--- src/rtl/sha256_loop_ctrl.sv ---
// sha256_loop_ctrl
//   Sequencer for a 4-way interleaved SHA-256 compression loop. Four message
//   contexts share a 4-stage round pipeline, so 64 rounds take 256 cycles.
//   One chunk batch (one chunk per context) is accepted per handshake.
//
// Handshake: a batch is taken on a rising edge where blk_valid_i and
//   blk_ready_o are both high. blk_ready_o is high only in IDLE (and never
//   while rst_i is asserted), so blk_valid_i is ignored in every other state.
//
// Ports
//   clk_i, rst_i        clock, synchronous active-high reset
//   blk_valid_i         chunk batch available
//   blk_first_i         batch starts new messages (contexts cleared first)
//   blk_last_i          batch is the final chunk (digests presented after)
//   blk_ready_o         controller can accept a batch
//   clr_no              active-low loop clear, one cycle per context slot
//   update_o            fold abcdefgh into the hash set
//   sched_en_o          message schedule / K-ROM advance enable
//   round_o             round index, also the K-ROM address
//   ctx_o               context in the issue slot
//   busy_o              controller not idle
//   digest_valid_o      hash outputs hold the final digest of digest_ctx_o
//   digest_ctx_o        context whose digest is presented
//   blk_cnt_o           completed batches (wraps)
//   dbg_state           current FSM state encoding
module sha256_loop_ctrl #(
  parameter int ROUNDS     = 64,
  parameter int CTX        = 4,
  parameter int FOLD_START = 256,
  parameter int CNT_W      = 16
) (
  input  logic             clk_i,
  input  logic             rst_i,
  input  logic             blk_valid_i,
  input  logic             blk_first_i,
  input  logic             blk_last_i,
  output logic             blk_ready_o,
  output logic             clr_no,
  output logic             update_o,
  output logic             sched_en_o,
  output logic [5:0]       round_o,
  output logic [1:0]       ctx_o,
  output logic             busy_o,
  output logic             digest_valid_o,
  output logic [1:0]       digest_ctx_o,
  output logic [CNT_W-1:0] blk_cnt_o,
  output logic [2:0]       dbg_state
);

  typedef enum logic [2:0] {
    IDLE  = 3'd0,
    CLEAR = 3'd1,
    RUN   = 3'd2,
    FOLD  = 3'd3,
    DONE  = 3'd4
  } state_t;

  localparam logic [8:0] SLOT_LAST  = 9'(CTX - 1);
  localparam logic [8:0] RUN_LAST   = 9'(ROUNDS * CTX - 1);
  localparam logic [8:0] FOLD_FIRST = 9'(FOLD_START);
  localparam logic [8:0] FOLD_LAST  = 9'(FOLD_START + CTX - 1);
  localparam logic [5:0] ROUND_MAX  = 6'(ROUNDS - 1);
  localparam logic [CNT_W-1:0] CNT_ONE = {{(CNT_W-1){1'b0}}, 1'b1};

  state_t           state_q, state_d;
  logic [8:0]       cyc_q, cyc_d;
  logic             last_q, last_d;
  logic [CNT_W-1:0] cnt_d;

  // Next-cycle output values; registered so every output changes on the
  // same edge as the state.
  logic       clr_n_d, update_d, sched_d, busy_d, dvalid_d;
  logic [5:0] round_d;
  logic [1:0] ctx_d, dctx_d;

  assign blk_ready_o = (state_q == IDLE) && !rst_i;
  assign dbg_state   = state_q;

  always_comb begin
    state_d = state_q;
    cyc_d   = cyc_q;
    last_d  = last_q;
    cnt_d   = blk_cnt_o;
    case (state_q)
      IDLE: begin
        if (blk_valid_i && blk_ready_o) begin
          last_d  = blk_last_i;
          cyc_d   = 9'd0;
          state_d = blk_first_i ? CLEAR : RUN;
        end
      end
      CLEAR: begin
        // cyc doubles as the context-slot index while clearing.
        if (cyc_q == SLOT_LAST) begin
          cyc_d   = 9'd0;
          state_d = RUN;
        end else begin
          cyc_d = cyc_q + 9'd1;
        end
      end
      RUN: begin
        // cyc keeps counting into FOLD so the fold window is an absolute
        // offset from RUN entry.
        cyc_d = cyc_q + 9'd1;
        if (cyc_q == RUN_LAST) state_d = FOLD;
      end
      FOLD: begin
        if (cyc_q == FOLD_LAST) begin
          cyc_d   = 9'd0;
          cnt_d   = blk_cnt_o + CNT_ONE;
          state_d = last_q ? DONE : IDLE;
        end else begin
          cyc_d = cyc_q + 9'd1;
        end
      end
      DONE: begin
        if (cyc_q == SLOT_LAST) begin
          cyc_d   = 9'd0;
          state_d = IDLE;
        end else begin
          cyc_d = cyc_q + 9'd1;
        end
      end
      default: begin
        cyc_d   = 9'd0;
        state_d = IDLE;
      end
    endcase

    clr_n_d  = (state_d != CLEAR);
    sched_d  = (state_d == RUN);
    busy_d   = (state_d != IDLE);
    update_d = (state_d == FOLD) && (cyc_d >= FOLD_FIRST) && (cyc_d <= FOLD_LAST);
    dvalid_d = (state_d == DONE);
    dctx_d   = (state_d == DONE) ? cyc_d[1:0] : 2'd0;
    round_d  = 6'd0;
    ctx_d    = 2'd0;
    case (state_d)
      CLEAR: ctx_d = cyc_d[1:0];
      RUN: begin
        round_d = cyc_d[7:2];
        ctx_d   = cyc_d[1:0];
      end
      FOLD: begin
        round_d = ROUND_MAX;
        ctx_d   = cyc_d[1:0];
      end
      default: begin
        round_d = 6'd0;
        ctx_d   = 2'd0;
      end
    endcase
  end

  always_ff @(posedge clk_i) begin
    if (rst_i) begin
      state_q        <= IDLE;
      cyc_q          <= 9'd0;
      last_q         <= 1'b0;
      blk_cnt_o      <= '0;
      clr_no         <= 1'b1;
      update_o       <= 1'b0;
      sched_en_o     <= 1'b0;
      round_o        <= 6'd0;
      ctx_o          <= 2'd0;
      busy_o         <= 1'b0;
      digest_valid_o <= 1'b0;
      digest_ctx_o   <= 2'd0;
    end else begin
      state_q        <= state_d;
      cyc_q          <= cyc_d;
      last_q         <= last_d;
      blk_cnt_o      <= cnt_d;
      clr_no         <= clr_n_d;
      update_o       <= update_d;
      sched_en_o     <= sched_d;
      round_o        <= round_d;
      ctx_o          <= ctx_d;
      busy_o         <= busy_d;
      digest_valid_o <= dvalid_d;
      digest_ctx_o   <= dctx_d;
    end
  end

endmodule

--- config.mk ---
export PLATFORM = sky130hd
export DESIGN_NAME = sha256_loop_ctrl
export DESIGN_NICKNAME = d
export VERILOG_FILES = /design/src/rtl/sha256_loop_ctrl.sv
export SDC_FILE = /design/constraint.sdc
export NUM_CORES = 1
export LEC_CHECK = 0
export CORE_ASPECT_RATIO = 1.1
export CORE_MARGIN = 5
export CORE_UTILIZATION = 51
export CTS_CLUSTER_SIZE = 28
export DETAILED_ROUTE_END_ITERATION = 10
export PLACE_DENSITY = 0.9
export SYNTH_ARGS = -nofsm -noshare
export SYNTH_HDL_FRONTEND = slang
export SYNTH_SLANG_ARGS = --single-unit
--- constraint.sdc ---
create_clock -name clk_i -period 2.4 [get_ports clk_i]
set_input_delay 0.24 -clock clk_i [delete_from_list [all_inputs] [get_ports clk_i]]
set_output_delay 0.24 -clock clk_i [all_outputs]
set_load 0.1 [all_outputs]
Yosys cells after proc, flatten, opt, wreduce, memory -nomap -nowiden
Cells that the tools add are included.
Storage, ports and cells
  bits of input ports: 5
  memory bits (writable): 0
  register bits: 44
  word-level logic and storage cells: 56
  bits in read-only memories: 0
  memories kept: 0
  latch bits: 0
Operators by class
  shift operators: 0
  bitwise operators: 2
  reduce and logical (&&, ||, !) cells: 13
  magnitude comparators: 2
  $add $sub $neg: 2
  equality and inequality tests: 12
  multiply operators: 0
  muxes and demuxes: 13
  div/mod/pow operators: 0
Operator list (count)
  one-hot mux 9 bit (4 select lines): 1
  2-to-1 mux 9 bit: 3
  2-to-1 mux 3 bit: 6
  adder 16 x 1 -> 16 bit (second input constant): 1
  one-hot mux 3 bit (5 select lines): 1
  == test 3 x 2 -> 1 bit (second input constant): 4
  one-hot mux 6 bit (2 select lines): 1
  adder 9 x 1 -> 9 bit (second input constant): 1
  == test 9 x 2 -> 1 bit (second input constant): 1
  == test 9 x 8 -> 1 bit (second input constant): 1
  == test 9 bit (second input constant): 1
  greater-or-equal comparator 9 bit (second input constant): 1
  <= comparator 9 bit (second input constant): 1
  == test 3 x 1 -> 1 bit (second input constant): 2
  == test 3 bit (second input constant): 2
  OR reduction 2 bit: 3
  logical AND 1 bit: 4
  AND reduction 2 bit: 2
  zero test 3 bit: 1
  inequality test 3 x 1 -> 1 bit (second input constant): 1
  nonzero test 3 bit: 1
  OR reduction 3 bit: 1
  2-to-1 mux 2 bit: 1
  inverter 1 bit: 2
  zero test 1 bit: 1

Logic depth before layout (Yosys ltp)
Gate-level depths: netlist of run 1.
  word-level depth: 9
  depth in mapped cells: 10
  gate-level depth less buffers: 9

Worst setup path before layout of run 1
Ideal clock, no wire load.
  kind: register -> output
  start: register state_q[2], in the netlist dbg_state[2]
  end: output blk_ready_o
  arrival: 3869 ps
  buffers on the path: 1
  data required time: 2160 ps
  setup slack: -1709 ps
  stages on the path, launching flop included: 3
  cells stage by stage: dfxtp_1 > buf_2 > nor4_1
Between the ends
  cells in the longest elaborated chain, start to end: 2
RTL lines
  start: declaration: line 65  | state_t state_q, state_d;
  start signal: assignment: line 170  | state_q <= state_d;
  zero test 3 bit: line 76  | assign blk_ready_o = (state_q == IDLE) && !rst_i;
  logical AND 1 bit: line 76
  end: declaration: line 37  | output logic blk_ready_o,
Every way passes these cells.

Final worst setup path of run 1
  start: register cyc_q[0]
  end: register ctx_o[1]
Between the ends
  cells in the longest elaborated chain, start to end: 7
RTL lines
  start: declaration: line 66  | logic [8:0] cyc_q, cyc_d;
  start signal: assignment: line 171  | cyc_q <= cyc_d;
  == test 9 x 2 -> 1 bit (tied with other cells): line 94, 117
  2-to-1 mux 3 bit (on tied branches)
  one-hot mux 3 bit (5 select lines): line 84  | case (state_q)
  == test 3 x 2 -> 1 bit or == test 3 x 1 -> 1 bit (tied branches): line 138  | case (state_d)
  OR reduction 3 bit (no source line)
  inverter 1 bit (no source line)
  OR reduction 2 bit (no source line)
  end signal: assignment: line 178  | ctx_o <= ctx_d;
  end: declaration: line 42  | output logic [1:0] ctx_o,
Several ways; a longest one is shown, not always the timed one.
A chain may end at the register's enable or synchronous reset.

==> results.cfg, run 1 <==
[clock_tree]
cts_hold_buf = 0
clkTransAtPathRegs_ps = 80
clkSinkCount = 44
clk_latency_ps = 290
htreeDepth = 2
cts_made_buffers = 5
clock_path_buffers = 2
root_buffer = clkbuf_8
cts_tree = built

[placement]
port_buffers = 39
gp_congestion = 0.900
dp_hpwl_microns = 3230
placed_area_sq_um = 2450

[drt]
routed_wl_microns = 4670
wl_met3_microns = 367
vias_per_cell = 5.63
drc = 0
routed-wl-met2_microns = 2230
wl_met1_microns = 2030
drt-pass1-iter-count = 4
drt_iter0_drc = 100
antenna_left = 0
topRoutingLayerUsed = met4
routedWlPerCell_microns = 14.1
dr_total_vias = 1858

[power]
p_leak_nw = 0.978
combinationalPowerShare = 0.133
peakVddDrop_mv = 0.323
p_sw_mw = 0.400
switching_share = 0.286
pwr-share-clk = 0.329
p_int_mw = 1.00
p_seq_frac = 0.538
power.density_nw_per_um2 = 549

[grt]
antenna_found_initial = 0
grt_pass1_vias = 1781
grt_overflow = 0
grt_start_max_net_pins = 23
grt_pass1_wl_microns = 7900
grt_usage = 0.176

[cells_and_area]
drive_above_1_share = 0.245
final_common_cell = buf_4
nets = 285
n_fill_cell = 334
area_growth_pct = 24.2
num_antenna_cells = 0
post-route-cell-area_sq_um = 2550
fin_util = 0.649
final_cell_mix = buf_4 (42), dfxtp_1 (41), nor2_1 (31), nand2_1 (16)

[yosys]
synth.avg_cell_area_sq_um = 8.68
synth_top_family_by_area = simple AND/OR/NAND/NOR gates
yosys_warnings = 0
synth-xor-area-share = 0.0681
synth_area_sq_um = 2060
synthArstFlopShare = 0
yosysUniqueCellTypes = 49
synth_fp_nets = 245
synth_fa_ha_area_frac = 0.0182
yosysSeqAreaShare = 0.428
synthSimpleGateAreaFrac = 0.281
synth_ff_type = dfxtp_1
synthCells = 237
synth.mux.area_fraction = 0.00973
synth_compound_area_frac = 0.147
ys_seq_elements = 44
synth_edf_count = 0

[timing]
rsz0062_at_grt = false
period_needed_ps = 2250
hold_viol = 0
slew_headroom = 0.709
max_slew.worst_pin.slew_ps = 432
fin_skew_ps = 7.54
final-setup-viol-count = 0
slew_violations = 0
timing.final.crit_share = 0.939
fmax_ghz = 0.444
tns_ps = 0

[outcome]
status = completed

[critical_path]
r2r_slack_ps = 150
r2r_end = ctx_o[1]
cp.arrival_ps = 2430
r2r_cells = 6
required_ps = 2580
cp-end-kind = flip-flop
reg2reg_from = cyc_q[0]
cp_max_fo = 6
cp-start-kind = flip-flop
criticalPathCategory = reg2reg

[die]
initial_utilization = 0.523
die_x_microns = 70.6
die_h_microns = 76.6
core_sq_um = 3930
die-area_sq_um = 5400
ios = 40
rows = 24

[min_path]
min_path_type = reg2reg
holdPathStages = 2
holdPathEnd = last_q
min-delay-start = last_q

[flow_run]
max_cap_violations = 0
-- worst max-delay path by stage --
| stage | startpoint | to | slack [ps] | cells after the start |
|---|---|---|---|---|
| 4_1_cts | cyc_q[0] | ctx_o[0] | 130 | 6 |
| 2_1_floorplan | dbg_state[1] | blk_cnt_o[14] | 130 | 7 |
| 3_5_place_dp | cyc_q[0] | round_o[4] | 150 | 6 |
| 5_1_grt | cyc_q[0] | update_o | 30 | 8 |
| 6_report | cyc_q[0] | ctx_o[1] | 150 | 6 |
| 3_3_place_gp | cyc_q[0] | ctx_o[1] | 230 | 6 |
-- metal layers --
metal / up-vias / track usage
li1: 916 / -
met1: 865 / 0.221
met5: - / 0
met4: 0 / 0.0789
met2: 75 / 0.287
met3: 2 / 0.0396
-- critical path, cell delays in order (launching register included) --
cell and delay, ps:
dfxtp_1 410, ha_2 250, or4b_4 530, a2111oi_2 360, a22o_1 340, o21a_2 200
nor2_1 40
-- kinds of logic (layout without fill, tap and decap cells) --
logic type / after synthesis / count (layout)
AO/OA/AOI/OAI: 43 / 43
buffers and inverters: 22 / 63
flip-flops: 44 / 44
adder cells (fa/ha/maj): 3 / 3
multiplexers: 2 / 2
XOR/XNOR: 16 / 16
AND/OR/NAND/NOR: 107 / 107
-- power by group through the flow --
stage | combinational, mW | clock, mW | sequential [mW]
2_1_floorplan | 0.0741 | 0 | 0.829
3_3_place_gp | 0.182 | 0 | 0.771
3_5_place_dp | 0.184 | 0 | 0.771
4_1_cts | 0.185 | 0.471 | 0.754
5_1_grt | 0.193 | 0.504 | 0.757
6_report | 0.186 | 0.462 | 0.754
-- state kept, by name (all words and copies together) (netlist names), 2 cells and up --
name,cells
digest_ctx_o,2
dbg_state,3
cyc_q,9
ctx_o,2
round_o,6
blk_cnt_o,16
-- cells in the mapped netlist, types with 2 or more instances --
cell type   n  area, sq um
a21oi_1    14         70.1
a22oi_1     4         30.0
a311o_1     2         20.0
a31oi_1     6         37.5
and2_1      3         18.8
and3_1      3         18.8
and4_1      2         17.5
and4b_1     2         20.0
buf_2       4         20.0
clkbuf_1    8         30.0
dfxtp_1    44          881
ha_1        3         37.5
inv_1       8         30.0
mux2i_1     2         20.0
nand2_1    16         60.1
nand2b_1    4         25.0
nand3_1     8         40.0
nand4_1     3         18.8
nor2_1     31          116
nor2b_1     5         31.3
nor3_1      8         40.0
nor4_1      6         37.5
o211ai_1    2         15.0
o21ai_0     5         25.0
or2_2       2         12.5
or3_1       5         31.3
xnor2_1    14          123
xor2_1      2         17.5
-- timing repair --
action / in CTS / in global routing
setup buffers: 0 / 0
resized for setup: 0 / 3
endpoints found under the setup margin: 0 / 3
-- stage by stage --
stage	worst slack (ps)	cells	power, mW	hold WS, ps
3_3_place_gp	227	322	0.953	483
6_report	146	330	1.40	531
2_1_floorplan	134	237	0.903	384
5_1_grt	33.2	330	1.45	577
4_1_cts	132	330	1.41	541
3_5_place_dp	152	322	0.955	522
-- cell type report --
type / count / area, sq um / share of cell area
Tap cell: 52 / 65.1 / 0.0255
Sequential cell: 44 / 885 / 0.346
Multi-Input combinational cell: 171 / 1110 / 0.433
Inverter: 8 / 30.0 / 0.0118
Clock buffer: 5 / 68.8 / 0.0269
Timing Repair Buffer: 47 / 375 / 0.147
Clock inverter: 3 / 23.8 / 0.00930
Note: power is estimated with default switching activity, not from simulation.
==> run 2: changes to the inputs <==
Settings changed: GPL_ROUTABILITY_DRIVEN set to 0.
==> results of run 2 <==
Same layout as run 1: the final DEF is identical, and so are final timing and power.
